`src/rtl/muacm_in_fifo.sv`:
```
// muacm_in_fifo: user-side IN staging FIFO with show-ahead head
// and immediate / idle-timeout flush hints for the data interface.
module muacm_in_fifo #(
    parameter int DEPTH_LOG2 = 4,
    parameter int TIMEOUT_W  = 12,
    parameter int TIMEOUT    = 2048
) (
    input  logic                  clk,
    input  logic                  rst_n,
    input  logic [7:0]            u_data,
    input  logic                  u_last,
    input  logic                  u_valid,
    output logic                  u_ready,
    input  logic                  u_flush,
    output logic [7:0]            in_data,
    output logic                  in_last,
    output logic                  in_valid,
    input  logic                  in_ready,
    output logic                  in_flush_now,
    output logic                  in_flush_time,
    output logic [DEPTH_LOG2:0]   level
);

    localparam int DEPTH = 1 << DEPTH_LOG2;
    localparam logic [DEPTH_LOG2:0]  FULL_LVL = (DEPTH_LOG2+1)'(DEPTH);
    localparam logic [DEPTH_LOG2:0]  ONE_LVL  = (DEPTH_LOG2+1)'(1);
    localparam logic [TIMEOUT_W-1:0] TMO      = TIMEOUT_W'(TIMEOUT);

    logic [8:0]            mem [DEPTH];
    logic [DEPTH_LOG2-1:0] wr_ptr;
    logic [DEPTH_LOG2-1:0] rd_ptr;
    logic [TIMEOUT_W-1:0]  timer;
    logic                  flush_now_q;
    logic                  push;
    logic                  pop;
    logic                  empty;
    logic                  flag_set;
    logic                  flag_clr;
    logic [8:0]            head;

    // Handshake decode and show-ahead head presentation
    always_comb begin
        empty         = (level == '0);
        u_ready       = (level != FULL_LVL);
        in_valid      = ~empty;
        push          = u_valid & u_ready;
        pop           = in_valid & in_ready;
        head          = mem[rd_ptr];
        in_data       = in_valid ? head[7:0] : 8'h00;
        in_last       = in_valid & head[8];
        flag_set      = (push & u_last) | (u_flush & (~empty | push));
        flag_clr      = pop & ~push & (level == ONE_LVL);
        in_flush_now  = flush_now_q;
        in_flush_time = (timer == TMO) & ~empty;
    end

    // Storage array; contents are don't-care until written
    always_ff @(posedge clk) begin
        if (push) begin
            mem[wr_ptr] <= {u_last, u_data};
        end
    end

    // Pointers and fill level
    always_ff @(posedge clk or negedge rst_n) begin
        if (!rst_n) begin
            wr_ptr <= '0;
            rd_ptr <= '0;
            level  <= '0;
        end else begin
            if (push) begin
                wr_ptr <= wr_ptr + 1'b1;
            end
            if (pop) begin
                rd_ptr <= rd_ptr + 1'b1;
            end
            if (push & ~pop) begin
                level <= level + 1'b1;
            end else if (pop & ~push) begin
                level <= level - 1'b1;
            end
        end
    end

    // Sticky immediate-flush flag; a new set wins over the emptying pop
    always_ff @(posedge clk or negedge rst_n) begin
        if (!rst_n) begin
            flush_now_q <= 1'b0;
        end else if (flag_set) begin
            flush_now_q <= 1'b1;
        end else if (flag_clr) begin
            flush_now_q <= 1'b0;
        end
    end

    // Idle timer: restarts on every push, saturates at the timeout
    always_ff @(posedge clk or negedge rst_n) begin
        if (!rst_n) begin
            timer <= '0;
        end else if (push | empty) begin
            timer <= '0;
        end else if (timer != TMO) begin
            timer <= timer + 1'b1;
        end
    end

endmodule

```
`config.mk`:
```
export PLATFORM = sky130hd
export DESIGN_NAME = muacm_in_fifo
export DESIGN_NICKNAME = d
export VERILOG_FILES = /design/src/rtl/muacm_in_fifo.sv
export SDC_FILE = /design/constraint.sdc
export NUM_CORES = 1
export LEC_CHECK = 0
export CAP_MARGIN = 15
export CORE_MARGIN = 3
export CORE_UTILIZATION = 54
export DETAILED_ROUTE_END_ITERATION = 8
export PLACE_DENSITY = 0.75
export RECOVER_POWER = 100
export SETUP_SLACK_MARGIN = 0.2
export SLEW_MARGIN = 5
export SYNTH_ARGS = -nofsm -noshare
export SYNTH_HDL_FRONTEND = slang
export SYNTH_SLANG_ARGS = --single-unit
```
`constraint.sdc`:
```
create_clock -name clk -period 2 [get_ports clk]
set_input_delay 0.5 -clock clk [delete_from_list [all_inputs] [get_ports clk]]
set_output_delay 0.5 -clock clk [all_outputs]
set_load 0.01 [all_outputs]
```
==> results.py, run 1 <==
metrics = {
    "status": {
        "outcome": "finished with violations",
        "violations": "negative setup slack",
    },
    "routing": {
        "wl_met3_um": 1200,
        "ant_nets": 0,
        "met1_length_um": 7410,
        "routed_via_density": 6.02,
        "wl_per_cell_um": 25.6,
        "routed.top_layer": "met4",
        "dr.pass1.iters": 5,
        "route.met2.wl_um": 9310,
        "route.detailed.drc": 0,
        "vias": 4329,
        "wirelength_um": 18400,
        "drtIter0Drc": 402,
    },
    "logic_synthesis": {
        "yosys_most_used_dff": "edfxtp_1",
        "synth_area_leader_cell": "edfxtp_1",
        "synth_area_um2": 7040,
        "yosys_register_bits": 170,
        "synth-edff-count": 144,
        "synth_seq_area_share": 0.706,
        "postSynthCellCount": 386,
        "synth.distinct_cells": 36,
        "yosysMostFrequentCell": "edfxtp_1",
        "synth_async_sr_flop_share": 0.153,
        "synth_common_cells": "144 x edfxtp_1, 36 x mux4_2, 26 x dfrtp_1, 17 x nor2_1, 16 x a211oi_1",
        "syn_nets": 413,
        "syn_area_per_cell_um2": 18.2,
        "ys_warn_count": 0,
        "yosysTopAreaCellShare": 0.614,
        "yosys-top-cells-area": "edfxtp_1 61%, mux4_2 12%, dfrtp_1 9.2%",
    },
    "cts": {
        "clk_pin_slew_ps": 70,
        "root_buffer": "clkbuf_16",
        "cts_tree": "built",
        "h-tree-depth": 4,
        "cts_inserted_buffers": 17,
        "hold_buffers": 0,
        "cts_buffer_depth": 2,
        "cts.sinks": 170,
        "insertion_delay_ps": 440,
    },
    "sta": {
        "tns_ps": -48190,
        "max_freq_ghz": 0.363,
        "hold_viol": 0,
        "finalSetupViolCount": 179,
        "min_period_ps": 2750,
        "rsz0062_at_grt": "true",
        "max_slew.worst_pin.slew_ps": 829,
        "period_share": 1.38,
        "setup_ws_ps": -754,
        "drv_slew": 0,
        "slew_headroom": 0.448,
        "fin_skew_ps": 15.6,
    },
    "layout": {
        "diodes": 0,
        "syn_to_final_growth_pct": 40.7,
        "fin_cells": 719,
        "final_nets": 561,
        "fillers": 605,
        "drive_gt1_frac": 0.516,
    },
    "pwr": {
        "ir_drop_mv": 1.02,
        "power_density_nw_per_um2": 1410,
        "power.leakage_nw": 3.58,
    },
    "floorplanning": {
        "die_y_um": 120,
        "num_rows": 41,
        "die_w_um": 120,
        "dieArea_um2": 14500,
        "initial_core_util": 0.556,
        "core_um2": 12700,
        "pin_count": 32,
    },
    "critical_path": {
        "cp-end-kind": "output pin",
        "cp_max_fo": 5,
        "setup.worst_path.class": "reg2out",
        "critical_path_arrival_ps": 2250,
        "required_ps": 1500,
        "crit_path_start_kind": "register",
    },
    "global_route": {
        "antenna_found_initial": 0,
        "grt_overflow": 0,
        "grt_pass1_wl_um": 25800,
        "grt_max_degree": 27,
        "grt_pass1_vias": 4238,
        "grt_use_total": 0.249,
    },
    "placed_design": {
        "port_buffers": 31,
        "dp_hpwl_um": 9160,
        "preCtsSetupSlack_ps": -645,
        "gp_congestion": 0.809,
        "post-place-cells": 637,
    },
    "min_path": {
        "holdCritPathClass": "reg2reg",
    },
    "job": {
        "maxCapViolations": 0,
    },
}
logic make-up (layout without fill, tap and decap cells):
family                   Yosys count  count (layout)  share of synthesized area
AND/OR/NAND/NOR                   82              83                     0.0675
adder cells (fa/ha/maj)           13              13                     0.0231
flip-flops                       170             170                      0.706
XOR/XNOR                          21              21                     0.0261
AO/OA/AOI/OAI                     25              25                     0.0234
buffers and inverters             26             186                     0.0192
multiplexers                      49              49                      0.134
path summary, 6_finish.rpt:
path	slack, ps	depth (start not counted)	end	startpoint
hold reg to reg	520	2	in_flush_now	in_flush_now
setup reg to reg	-530	12	level[3]	level[0]
max in group asynchronous	800	2	rd_ptr[1]	rst_n
setup / recovery	-750	7	in_data[2]	rd_ptr[0]
hold / removal	520	2	in_flush_now	in_flush_now
min in group asynchronous	670	2	level[0]	rst_n
timing repair:
| action | 4_1_cts | 5_1_grt |
|---|---|---|
| gates cloned | 6 | 1 |
| gates resized for setup | 160 | 59 |
| pin swaps | 33 | 33 |
| endpoints found under the setup margin | 171 | 186 |
| buffers inserted | 30 | 13 |
layout make-up:
class | count | area (µm²) | area share
inverter | 9 | 41.3 | 0.00417
timing repair buffer | 145 | 1670 | 0.169
sequential | 170 | 4980 | 0.503
clock buffer | 17 | 425 | 0.0429
clock inverter | 15 | 180 | 0.0182
tap | 172 | 215 | 0.0217
multi-input combinational | 191 | 2400 | 0.242
flip-flops by register name (all words and copies together), names as in the netlist:
signal,flops
wr_ptr,4
rd_ptr,4
timer,12
in_flush_now,1
mem,144
level,5
per-stage QoR:
| step | hold WS (ps) | util | power, mW | area (µm²) |
|---|---|---|---|---|
| floorplan | 204 | - | 7.14 | 7120 |
| global placement | 494 | 0.656 | 9.03 | 8310 |
| detailed placement | 512 | 0.656 | 9.16 | 8310 |
| CTS | 446 | 0.758 | 13.4 | 9600 |
| global route | 558 | 0.782 | 14.5 | 9910 |
| finish | 516 | 0.782 | 14.0 | 9910 |
critical path, stage by stage (launching register included):
cell and delay, ps:
dfrtp_2 430, buf_12 140, buf_12 110, mux4_2 500, nor2b_4 150, a211oi_4 250
a211oi_2 80, buf_2 160
per-layer routing:
layer	vias to the layer above	global-route usage
met5	-	0
met4	0	0.0963
met3	39	0.0571
met2	224	0.392
met1	2238	0.346
li1	1828	-
report_power, final:
group / internal, mW / switching (mW) / total [mW]
clock network: 1.89 / 1.48 / 3.37
registers: 4.31 / 0.326 / 4.64
logic: 3.24 / 2.75 / 6.00
total: 9.45 / 4.56 / 14.0
placed cells by master (no fill, tap or decap), types with 8 or more instances in the layout:
master / instances
xnor2_1: 11
dfrtp_1: 22
edfxtp_1: 144
and2_4: 12
buf_12: 26
ha_1: 10
a211oi_2: 10
buf_2: 9
buf_6: 32
mux4_2: 36
clkbuf_16: 17
buf_4: 47
nor2_4: 11
mux2i_1: 8
dlygate4sd3_1: 10
Note: power is estimated with default switching activity, not from simulation.
==> inputs of run 2 (changes only) <==
--- a/config.mk
+++ b/config.mk
@@ -6,9 +6,11 @@
 export NUM_CORES = 1
 export LEC_CHECK = 0
 export CAP_MARGIN = 15
-export CORE_MARGIN = 3
+export CORE_ASPECT_RATIO = 1.5
+export CORE_MARGIN = 10
 export CORE_UTILIZATION = 54
 export DETAILED_ROUTE_END_ITERATION = 8
+export GPL_ROUTABILITY_DRIVEN = 0
 export PLACE_DENSITY = 0.75
 export RECOVER_POWER = 100
 export SETUP_SLACK_MARGIN = 0.2
==> run 2 against run 1 <==
Effect of this change:
- the flow still finishes with violations (negative setup slack)
- die area increased by 25%
- clock power down 1%
- non-clock buffer count fell by 7
- sequential share of layout area is 1.0 points higher
- setup slack worse by 53 ps
- clock skew down 4.0 ps
- global-route usage fell by 5.7 points
- combinational power decreased by 0.7%
- via count fell by 4.3%
- flip-flop and latch count stayed put
- cell area decreased by 2.0%
- cell count shrank 3.1%
- critical path type unchanged
==> results.py, run 2 (synthesized netlist as in run 1, its figures left out) <==
metrics = {
    "cts": {
        "root_buffer": "clkbuf_16",
        "cts_inserted_buffers": 17,
        "clk_pin_slew_ps": 70,
        "cts_buffer_depth": 2,
        "cts.sinks": 170,
        "cts_tree": "built",
        "h-tree-depth": 4,
        "insertion_delay_ps": 430,
        "hold_buffers": 0,
    },
    "routing": {
        "route.detailed.drc": 0,
        "wl_per_cell_um": 25.7,
        "wirelength_um": 17900,
        "vias": 4143,
        "routed_via_density": 5.94,
        "ant_nets": 0,
        "dr.pass1.iters": 4,
        "drtIter0Drc": 304,
    },
    "sta": {
        "slew_headroom": 0.519,
        "fin_skew_ps": 11.6,
        "max_freq_ghz": 0.356,
        "period_share": 1.40,
        "finalSetupViolCount": 134,
        "setup_ws_ps": -807,
        "drv_slew": 0,
        "max_slew.worst_pin.slew_ps": 722,
        "min_period_ps": 2810,
        "rsz0062_at_grt": "true",
        "hold_slack_ps": 527,
        "hold_viol": 0,
    },
    "floorplanning": {
        "pin_count": 32,
        "die_w_um": 113,
        "die_y_um": 160,
        "num_rows": 51,
        "core_um2": 12900,
        "dieArea_um2": 18100,
        "initial_core_util": 0.546,
    },
    "pwr": {
        "p_total_mw": 13.9,
        "power_density_nw_per_um2": 1430,
        "power.leakage_nw": 3.48,
        "ir_drop_mv": 0.942,
    },
    "critical_path": {
        "critical_path_arrival_ps": 2310,
        "required_ps": 1500,
        "crit_path_start_kind": "register",
        "cp-end-kind": "output pin",
        "cp_max_fo": 6,
        "setup.worst_path.class": "reg2out",
        "r2r_slack_ps": -390,
    },
    "layout": {
        "final_nets": 553,
        "fillers": 683,
        "mostFrequentLayoutCell": "edfxtp_1",
        "regMostFlops": "mem",
        "top_regs": "mem (144), timer (12), level (5)",
        "largest_reg_flops": 144,
        "most-common-layout-cells": "144 x edfxtp_1, 39 x buf_4, 36 x mux4_2, 28 x buf_12, 27 x buf_6",
        "drive_gt1_frac": 0.476,
        "diodes": 0,
        "syn_to_final_growth_pct": 37.9,
    },
    "global_route": {
        "grt_overflow": 0,
        "grt_pass1_vias": 4378,
        "grt_pass1_wl_um": 26000,
        "grt_max_degree": 27,
        "grt_use_total": 0.193,
        "antenna_found_initial": 0,
    },
    "min_path": {
        "holdCritPathClass": "reg2reg",
    },
    "placed_design": {
        "port_buffers": 31,
        "dp_hpwl_um": 10000,
    },
    "status": {
        "outcome": "finished with violations",
        "violations": "negative setup slack",
    },
    "job": {
        "maxCapViolations": 0,
    },
}
run 2: changes by cell type in the layout (fill, tap and decap cells not counted), sizes merged:
cell and delta:
dlygate4sd2 -1, dlymetal6s4s -1, clkinvlp +1, clkdlybuf4s25 +1, clkinv -2, clkbuf +5, buf -11, nand2 -1
run 2: power by group:
part	switching [mW]	internal (mW)	total, mW
Clock	1.45	1.87	3.32
Sequential	0.342	4.31	4.65
Combinational	2.69	3.27	5.96
Total	4.48	9.45	13.9
run 2: layout make-up:
type                            instances  area, µm²  area share
Sequential cell                       170       4980       0.513
Multi-Input combinational cell        190       2280       0.235
Timing Repair Buffer                  138       1620       0.167
Clock buffer                           17        425      0.0438
Tap cell                              159        199      0.0205
Clock inverter                         14        163      0.0167
Inverter                                9       48.8     0.00502
run 2: final timing paths:
kind                              startpoint      endpoint  depth (start not counted)
worst max-delay path               rd_ptr[1]    in_data[4]                          8
worst min-delay path            in_flush_now  in_flush_now                          2
worst max register to register      level[1]      level[3]                         12
worst min register to register  in_flush_now  in_flush_now                          2
max in group asynchronous              rst_n     rd_ptr[1]                          2
min in group asynchronous              rst_n      level[1]                          2
run 2: worst max-delay path: stages, from the launching register on:
cell	delay [ps]
dfrtp_2	460
buf_12	150
buf_16	140
buf_12	130
buf_8	120
mux4_2	300
a211oi_2	340
a211oi_2	80
buf_2	160
run 2: repair_timing:
item                       4_1_cts  5_1_grt
cloned                           5        1
setup buffers                   15       17
gates resized for setup        153       27
setup endpoints to repair      170      163
pin swaps                       20       18
run 2: per-layer routing:
layer	GRT usage	part of all wire	wire length (µm)	vias to the layer above
li1	-	-	-	1814
met1	0.215	0.37	6530	2151
met2	0.335	0.55	9840	142
met3	0.0420	0.053	956	36
met4	0.0961	0.031	560	0
met5	0	0	0	-
run 2: metrics by stage:
stage / utilization / instance area (µm²) / setup slack (ps) / TNS (ps) / std cells
detailed placement: 0.645 / 8310 / -734 / -14970 / 628
finish: 0.754 / 9720 / -807 / -17190 / 697
global placement: 0.645 / 8310 / -594 / -13010 / 628
global route: 0.754 / 9720 / -836 / -26600 / 697
CTS: 0.735 / 9480 / -720 / -6700 / 679
floorplan: - / 7120 / -101 / -276 / 386
